## src/rtl/multi_toggle_gen.sv

```systemverilog
// Multi-channel square-wave stimulus source: CH independent toggling outputs,
// each with its own captured half-period, running for a captured cycle count.

module multi_toggle_ch #(
    parameter int PW = 8
) (
    input  logic          clk,
    input  logic          rst,
    input  logic          clr_i,
    input  logic          en_i,
    input  logic [PW-1:0] per_i,
    output logic          out_o
);
    logic [PW-1:0] cnt_q, cnt_d;
    logic          out_q, out_d;

    always_comb begin
        cnt_d = cnt_q;
        out_d = out_q;
        if (clr_i) begin
            cnt_d = '0;
            out_d = 1'b0;
        end else if (en_i && per_i != '0) begin
            // cnt_q < per_i always holds, so the counter never wraps
            if (cnt_q == per_i - PW'(1)) begin
                cnt_d = '0;
                out_d = ~out_q;
            end else begin
                cnt_d = cnt_q + PW'(1);
            end
        end
    end

    always_ff @(posedge clk) begin
        if (rst) begin
            cnt_q <= '0;
            out_q <= 1'b0;
        end else begin
            cnt_q <= cnt_d;
            out_q <= out_d;
        end
    end

    assign out_o = out_q;
endmodule

module multi_toggle_gen #(
    parameter int CH = 4,
    parameter int PW = 8,
    parameter int LW = 16
) (
    input  logic             clk,
    input  logic             rst,
    input  logic             start,
    input  logic             stop,
    input  logic [CH*PW-1:0] period,
    input  logic [LW-1:0]    run_len,
    output logic [CH-1:0]    out,
    output logic             busy,
    output logic             done,
    output logic [LW-1:0]    elapsed
);
    typedef enum logic [1:0] {
        S_IDLE = 2'd0,
        S_RUN  = 2'd1,
        S_DONE = 2'd2
    } state_t;

    state_t                 state_q, state_d;
    logic [CH-1:0][PW-1:0]  per_q, per_d;
    logic [LW-1:0]          len_q, len_d;
    logic [LW-1:0]          elapsed_q, elapsed_d;
    logic                   ch_clr, ch_en;

    always_comb begin
        state_d   = state_q;
        per_d     = per_q;
        len_d     = len_q;
        elapsed_d = elapsed_q;
        ch_clr    = 1'b0;
        ch_en     = 1'b0;
        case (state_q)
            S_RUN: begin
                // stop beats completion; elapsed keeps the aborted count
                if (stop) begin
                    state_d = S_IDLE;
                    ch_clr  = 1'b1;
                end else begin
                    ch_en     = 1'b1;
                    elapsed_d = elapsed_q + LW'(1);
                    if (elapsed_q == len_q - LW'(1))
                        state_d = S_DONE;
                end
            end
            default: begin
                if (stop) begin
                    state_d = S_IDLE;
                    ch_clr  = 1'b1;
                end else if (start) begin
                    per_d     = period;
                    len_d     = run_len;
                    elapsed_d = '0;
                    ch_clr    = 1'b1;
                    state_d   = (run_len == '0) ? S_DONE : S_RUN;
                end
            end
        endcase
    end

    always_ff @(posedge clk) begin
        if (rst) begin
            state_q   <= S_IDLE;
            per_q     <= '0;
            len_q     <= '0;
            elapsed_q <= '0;
        end else begin
            state_q   <= state_d;
            per_q     <= per_d;
            len_q     <= len_d;
            elapsed_q <= elapsed_d;
        end
    end

    for (genvar i = 0; i < CH; i++) begin : g_ch
        multi_toggle_ch #(.PW(PW)) u_ch (
            .clk   (clk),
            .rst   (rst),
            .clr_i (ch_clr),
            .en_i  (ch_en),
            .per_i (per_q[i]),
            .out_o (out[i])
        );
    end

    assign busy    = (state_q == S_RUN);
    assign done    = (state_q == S_DONE);
    assign elapsed = elapsed_q;
endmodule

```

## config.mk

```make
export PLATFORM = sky130hd
export DESIGN_NAME = multi_toggle_gen
export DESIGN_NICKNAME = d
export VERILOG_FILES = /design/src/rtl/multi_toggle_gen.sv
export SDC_FILE = /design/constraint.sdc
export NUM_CORES = 1
export LEC_CHECK = 0
export ABC_AREA = 0
export BUFFER_PORTS_ARGS = -buffer_cell sky130_fd_sc_hd__buf_2
export CAP_MARGIN = 20
export CORE_ASPECT_RATIO = 1.5
export CORE_UTILIZATION = 59
export DETAILED_ROUTE_END_ITERATION = 16
export GPL_TIMING_DRIVEN = 0
export HOLD_SLACK_MARGIN = 0.05
export PLACE_DENSITY = 0.93
export SKIP_CTS_REPAIR_TIMING = 1
export SYNTH_ARGS = -nofsm -noshare
export SYNTH_HDL_FRONTEND = slang
export SYNTH_HIERARCHICAL = 1
export SYNTH_SLANG_ARGS = --single-unit
```

## constraint.sdc

```tcl
create_clock -name clk -period 3.8 [get_ports clk]
set_input_delay 0.76 -clock clk [delete_from_list [all_inputs] [get_ports clk]]
set_output_delay 0.76 -clock clk [all_outputs]
set_load 0.05 [all_outputs]
```

# Word level (Yosys, flattened, before mapping)
# Index checks and enable logic that the tools add are counted.
[totals]
rom_bits = 0
in_bits = 52
mem_bits_rw = 0
latchBits = 0
output_inout_bits = 22
memories = 0
wordCells = 78
ff_bits = 102
[classes]
muxes = 20
eq_ne = 8
add_sub_neg = 10
n_reduce_logical = 19
div = 0
magnitude_cmp = 0
shifts = 0
n_bitwise = 6
n_mul = 0
[op_table]
columns = ["op", "count"]
rows = [
  ["$mux 16", 4],
  ["$add 8x1->8 const B", 4],
  ["$eq 8x8->1", 4],
  ["$mux 8", 4],
  ["$reduce_bool 8->1", 4],
  ["$sub 8x1->8 const B", 4],
  ["$add 16x1->16 const B", 1],
  ["$eq 16x16->1", 1],
  ["$logic_not 16->1", 1],
  ["$sub 16x1->16 const B", 1],
  ["$mux 2", 6],
  ["$reduce_and 2->1", 6],
  ["$mux 1", 6],
  ["$not 1->1", 6],
  ["$logic_and 1x1->1", 4],
  ["$ne 3x2->1 const B", 1],
  ["$reduce_and 3->1", 1],
  ["$reduce_bool 3->1", 1],
  ["$eq 2x1->1 const B", 1],
  ["$eq 2x2->1 const B", 1],
  ["$reduce_bool 2->1", 1],
  ["$reduce_or 2->1", 1],
]

# Logic depth before layout (Yosys ltp)
[depth]
depth_word = 5
ltp_mapped = 9
ltp_nobuf = 8

# Hierarchy
# Netlist, hierarchy kept.
[by_module_without_submodules]
columns = ["module", "area_each_um2", "cells_per_inst", "instances", "seq_area_each_um2"]
rows = [
  ["multi_toggle_gen", 3099.2, 402, 1, 1321.3],
  ["multi_toggle_ch", 748.2, 88, 4, 180.2],
]

# Worst setup path after synthesis
# No wires, ideal clock.
[synth_timing]
path_kind = "input to register"
from = "in stop"
to = "reg g_ch[0].u_ch.out_q"
setup_ps = 121
slack_ps = 756
path_stages = 6
arrival_time_ps = 2923
t_required_ps = 3679
path_buffers = 1
path_cell_list = "clkbuf_1 nor2_1 nand3_1 or4_4 a211oi_4 mux2_4"
[synth_between]
elab_chain_len = 4
elab_cells_between_ends = 8
cone_classes = "5 x mux; 3 x reduce/logical"
[synth_rtl]
columns = ["item", "line", "source"]
rows = [
  ["start, declared", "55", "input logic stop,"],
  ["$mux 1", "85", "if (stop) begin"],
  ["$mux 1", "82", "case (state_q)"],
  ["via ch_en", "73", "logic ch_clr, ch_en;"],
  ["$logic_and 1x1->1", "23", "end else if (en_i && per_i != '0) begin"],
  ["$reduce_and 2->1 (no source line)", "--", ""],
  ["end signal, assigned", "40", "out_q <= out_d;"],
  ["end, declared", "15", "logic out_q, out_d;"],
]
# The timed path passes the listed nets, and every way through them passes these cells.
# A chain may end at the register's enable or synchronous reset.

# Worst setup path in the final report
[layout_timing]
from = "in stop"
to = "reg g_ch[3].u_ch.out_q"
[layout_between]
elab_chain_len = 4
elab_cells_between_ends = 8
cone_classes = "5 x mux; 3 x reduce/logical"
[layout_rtl]
columns = ["item", "line"]
rows = [
  ["$mux 1", "85"],
  ["$mux 1", "82"],
  ["via ch_en", "73"],
  ["$logic_and 1x1->1", "23"],
  ["$reduce_and 2->1 (no source line)", "--"],
  ["end signal, assigned", "40"],
  ["end, declared", "15"],
]
# The timed path passes the listed nets, and every way through them passes these cells.

==> results by group <==
Outcome
  – Outcome: complete, but fails checks
  – Violated checks: design-rule violations

CTS
  – CTS tree: yes
  – CTS root buffer: clkbuf_16
  – Clock Latency Late Sink: 350 ps
  – Clock sinks: 102
  – Clk buf depth: 2
  – Clock-pin transition on the worst setup and hold timing paths: 60 ps
  – Inserted Clock Buffers: 9
  – H-tree level count: 3

Worst setup path
  – R2R depth: 6
  – RR Endpoint: g_ch[3].u_ch/out_o
  – Slowest stage delay, CP: 830 ps
  – Reg2reg start: state_q[1]
  – WP buf/inv: 1
  – Crit path DAT: 3310 ps
  – Max Fanout on Critical Path: 24
  – CP startpoint kind: primary input
  – Crit-path slowest cell: nor2_2
  – Crit path cell chain: clkbuf_1 -> nor2_2 -> nand3_1 -> or4_4 -> a211oi_4 -> mux2_4
  – Crit Path Category: in2reg
  – Crit. End Element: flop
  – Crit path max-delay family: simple AND/OR/NAND/NOR gates
  – Worst path required time: 4030 ps
  – Setup slack, reg-to-reg: 770 ps

Drt
  – Detail Route Antenna Nets: 0
  – # DRC: 3
  – Final WL: 15100 µm
  – 1st-iter DRT viols: 351
  – Via density: 5.97
  – Avg WL per Cell: 15.7 µm
  – Pre-antenna DRT Iters: 11
  – Vias: 5723

Timing
  – RSZ-0062 raised after global routing: no
  – Worst Max-Slew Pin Slew: 998 ps
  – Hold Slack: 449 ps
  – Slew HR: 0.334
  – Final Skew: 7.71 ps
  – Fin crit period: 3070 ps
  – Endpoints failing setup: 0
  – Fin. max-slew vios: 0
  – Tcrit/Tclk final: 0.809
  – FMAX: 0.325 GHz
  – Final WS setup: 726 ps
  – Hold Vio Cnt, Final: 0
  – Setup_tns: 0 ps

Finish
  – Leading cell type in the layout, fill and taps excluded: nand2_1
  – Non-Filler Instances: 958
  – Final net count: 903
  – Area growth, synth to finish: 13.1%
  – Most frequent cells in the layout: nand2_1 (123), dfxtp_1 (102), buf_2 (77)
  – Ant diodes: 0
  – Share of layout cells above drive strength 1: 0.164

Min path
  – Min-Delay Path Class: reg2reg
  – WHS Endpoint: per_q[8]
  – WHS Path Cells: 2
  – Worst hold start: per_q[8]

Pwr
  – Clock network fraction of design power: 0.374
  – Sw Ratio: 0.268
  – Worst vdd ir: 0.000241 V
  – Combinational share of power: 0.162
  – Psw: 654 µW
  – Reg power frac: 0.464
  – Tot Pwr: 2440 µW
  – Int Power: 1790 µW
  – Static Leak: 0.00259 µW
  – PD cells: 355 nW/µm²

Placed design
  – Final RePlAce weighted congestion: 0.917
  – Pre-CTS setup slack: 406 ps
  – Dpl hpwl: 11300 µm
  – IO buf count: 72
  – Placed Cells incl. Taps: 943

GRT
  – Total gr overflow: 0
  – Number of global-route vias before repair: 5434
  – Initial antenna violation count: 0
  – GRT Total Usage: 0.291
  – Pin count of the biggest net entering global routing: 25
  – First-pass GRT wire length: 24800 µm

Die
  – Die area: 10700 µm²
  – Starting Density: 0.604
  – Die width: 85.0 µm
  – # rows: 45
  – Core area: 10100 µm²
  – I/O pin total: 74
  – Die H: 126 µm

Yosys
  – Post-Syn Instances: 754
  – Asr flop ratio synth: 0
  – Netlist cell types: 56
  – Post-synth EDFFs: 0
  – Flops & latches, synth: 102
  – Netlist Area Pre-Place: 6090 µm²
  – Synth warn: 6
  – Mapped Nets: 820
  – Seq/Total Area, Yosys: 0.335
  – Syn Area/Cell: 8.08 µm²
  – Main flop type after synthesis: dfxtp_1

Run
  – Number of max-cap violations: 0
-- cell type report --
cell class / instances / area [µm²]
Inverter: 18 / 67.6
Timing Repair Buffer: 72 / 360
Sequential cell: 102 / 2040
Fill cell: 818 / 3190
Clock inverter: 3 / 45.0
Multi-Input combinational cell: 597 / 3840
Clock buffer: 12 / 246
Buffer: 37 / 145
Tap cell: 117 / 146
-- power by group through the flow --
stage               registers (µW)  logic [µW]  clock network [µW]
floorplan                     1150         292                   0
detailed placement            1160         389                   0
CTS                           1130         392                 924
finish                        1140         396                 914
global route                  1140         435                 974
global placement              1160         378                   0
-- metal layers --
metal / GRT usage / vias up / wire [µm]
met5: 0 / - / 0
met4: 0.177 / 0 / 645
met3: 0.0520 / 46 / 803
met2: 0.525 / 212 / 7780
met1: 0.311 / 2656 / 5850
li1: - / 2809 / -
-- flip-flops by register name (all words and copies together), names as in the netlist --
register,cells
elapsed,16
g_ch.u_ch/cnt_q,32
g_ch.u_ch/out_o,4
len_q,16
per_q,32
state_q,2
-- worst max path at each step --
stage / from / endpoint / slack (ps) / cells after the start
finish: stop / g_ch[3].u_ch/out_o / 730 / 6
global route: stop / g_ch[2].u_ch/out_o / 560 / 6
CTS: stop / g_ch[2].u_ch/out_o / 760 / 6
detailed placement: stop / g_ch[2].u_ch/out_o / 410 / 6
global placement: stop / g_ch[2].u_ch/out_o / -30 / 6
floorplan: stop / g_ch[0].u_ch/out_o / 760 / 6
-- cell families after synthesis --
| group | synth area share |
|---|---|
| simple gates | 0.308 |
| compound gates | 0.136 |
| fa+ha+maj | 0.0288 |
| mux | 0.0251 |
| flops | 0.335 |
| xor+xnor | 0.132 |
| buf+inv | 0.0349 |
-- synth_stat cells (all sizes together), types with 7 or more instances --
library cell | count | area, µm²
xnor2 | 48 | 420
and3 | 9 | 56.3
ha | 14 | 175
nor3b | 8 | 80.1
nor2 | 33 | 124
buf | 9 | 40.0
nor4 | 13 | 106
clkbuf | 28 | 105
inv | 18 | 67.6
o21ai | 15 | 75.1
or2 | 8 | 50.1
a211oi | 12 | 140
nand2b | 19 | 119
nor3 | 65 | 345
xor2 | 44 | 385
or3b | 7 | 61.3
or3 | 7 | 43.8
dfxtp | 102 | 2040
nand2 | 123 | 462
nand4 | 7 | 43.8
a21oi | 60 | 300
nand3 | 29 | 145
mux2i | 7 | 70.1
-- stage by stage --
step | util | instance area (µm²)
floorplan | - | 6090
global placement | 0.655 | 6600
detailed placement | 0.655 | 6600
CTS | 0.684 | 6890
global route | 0.684 | 6890
finish | 0.684 | 6890
-- worst register-to-register path: cells and delay by family, from the launching register on --
kind | cells | cell delay [ps]
compound gates | 1 | 420
flops | 1 | 310
mux | 1 | 340
simple gates | 4 | 1850
Power figures use the tool's default switching activity.
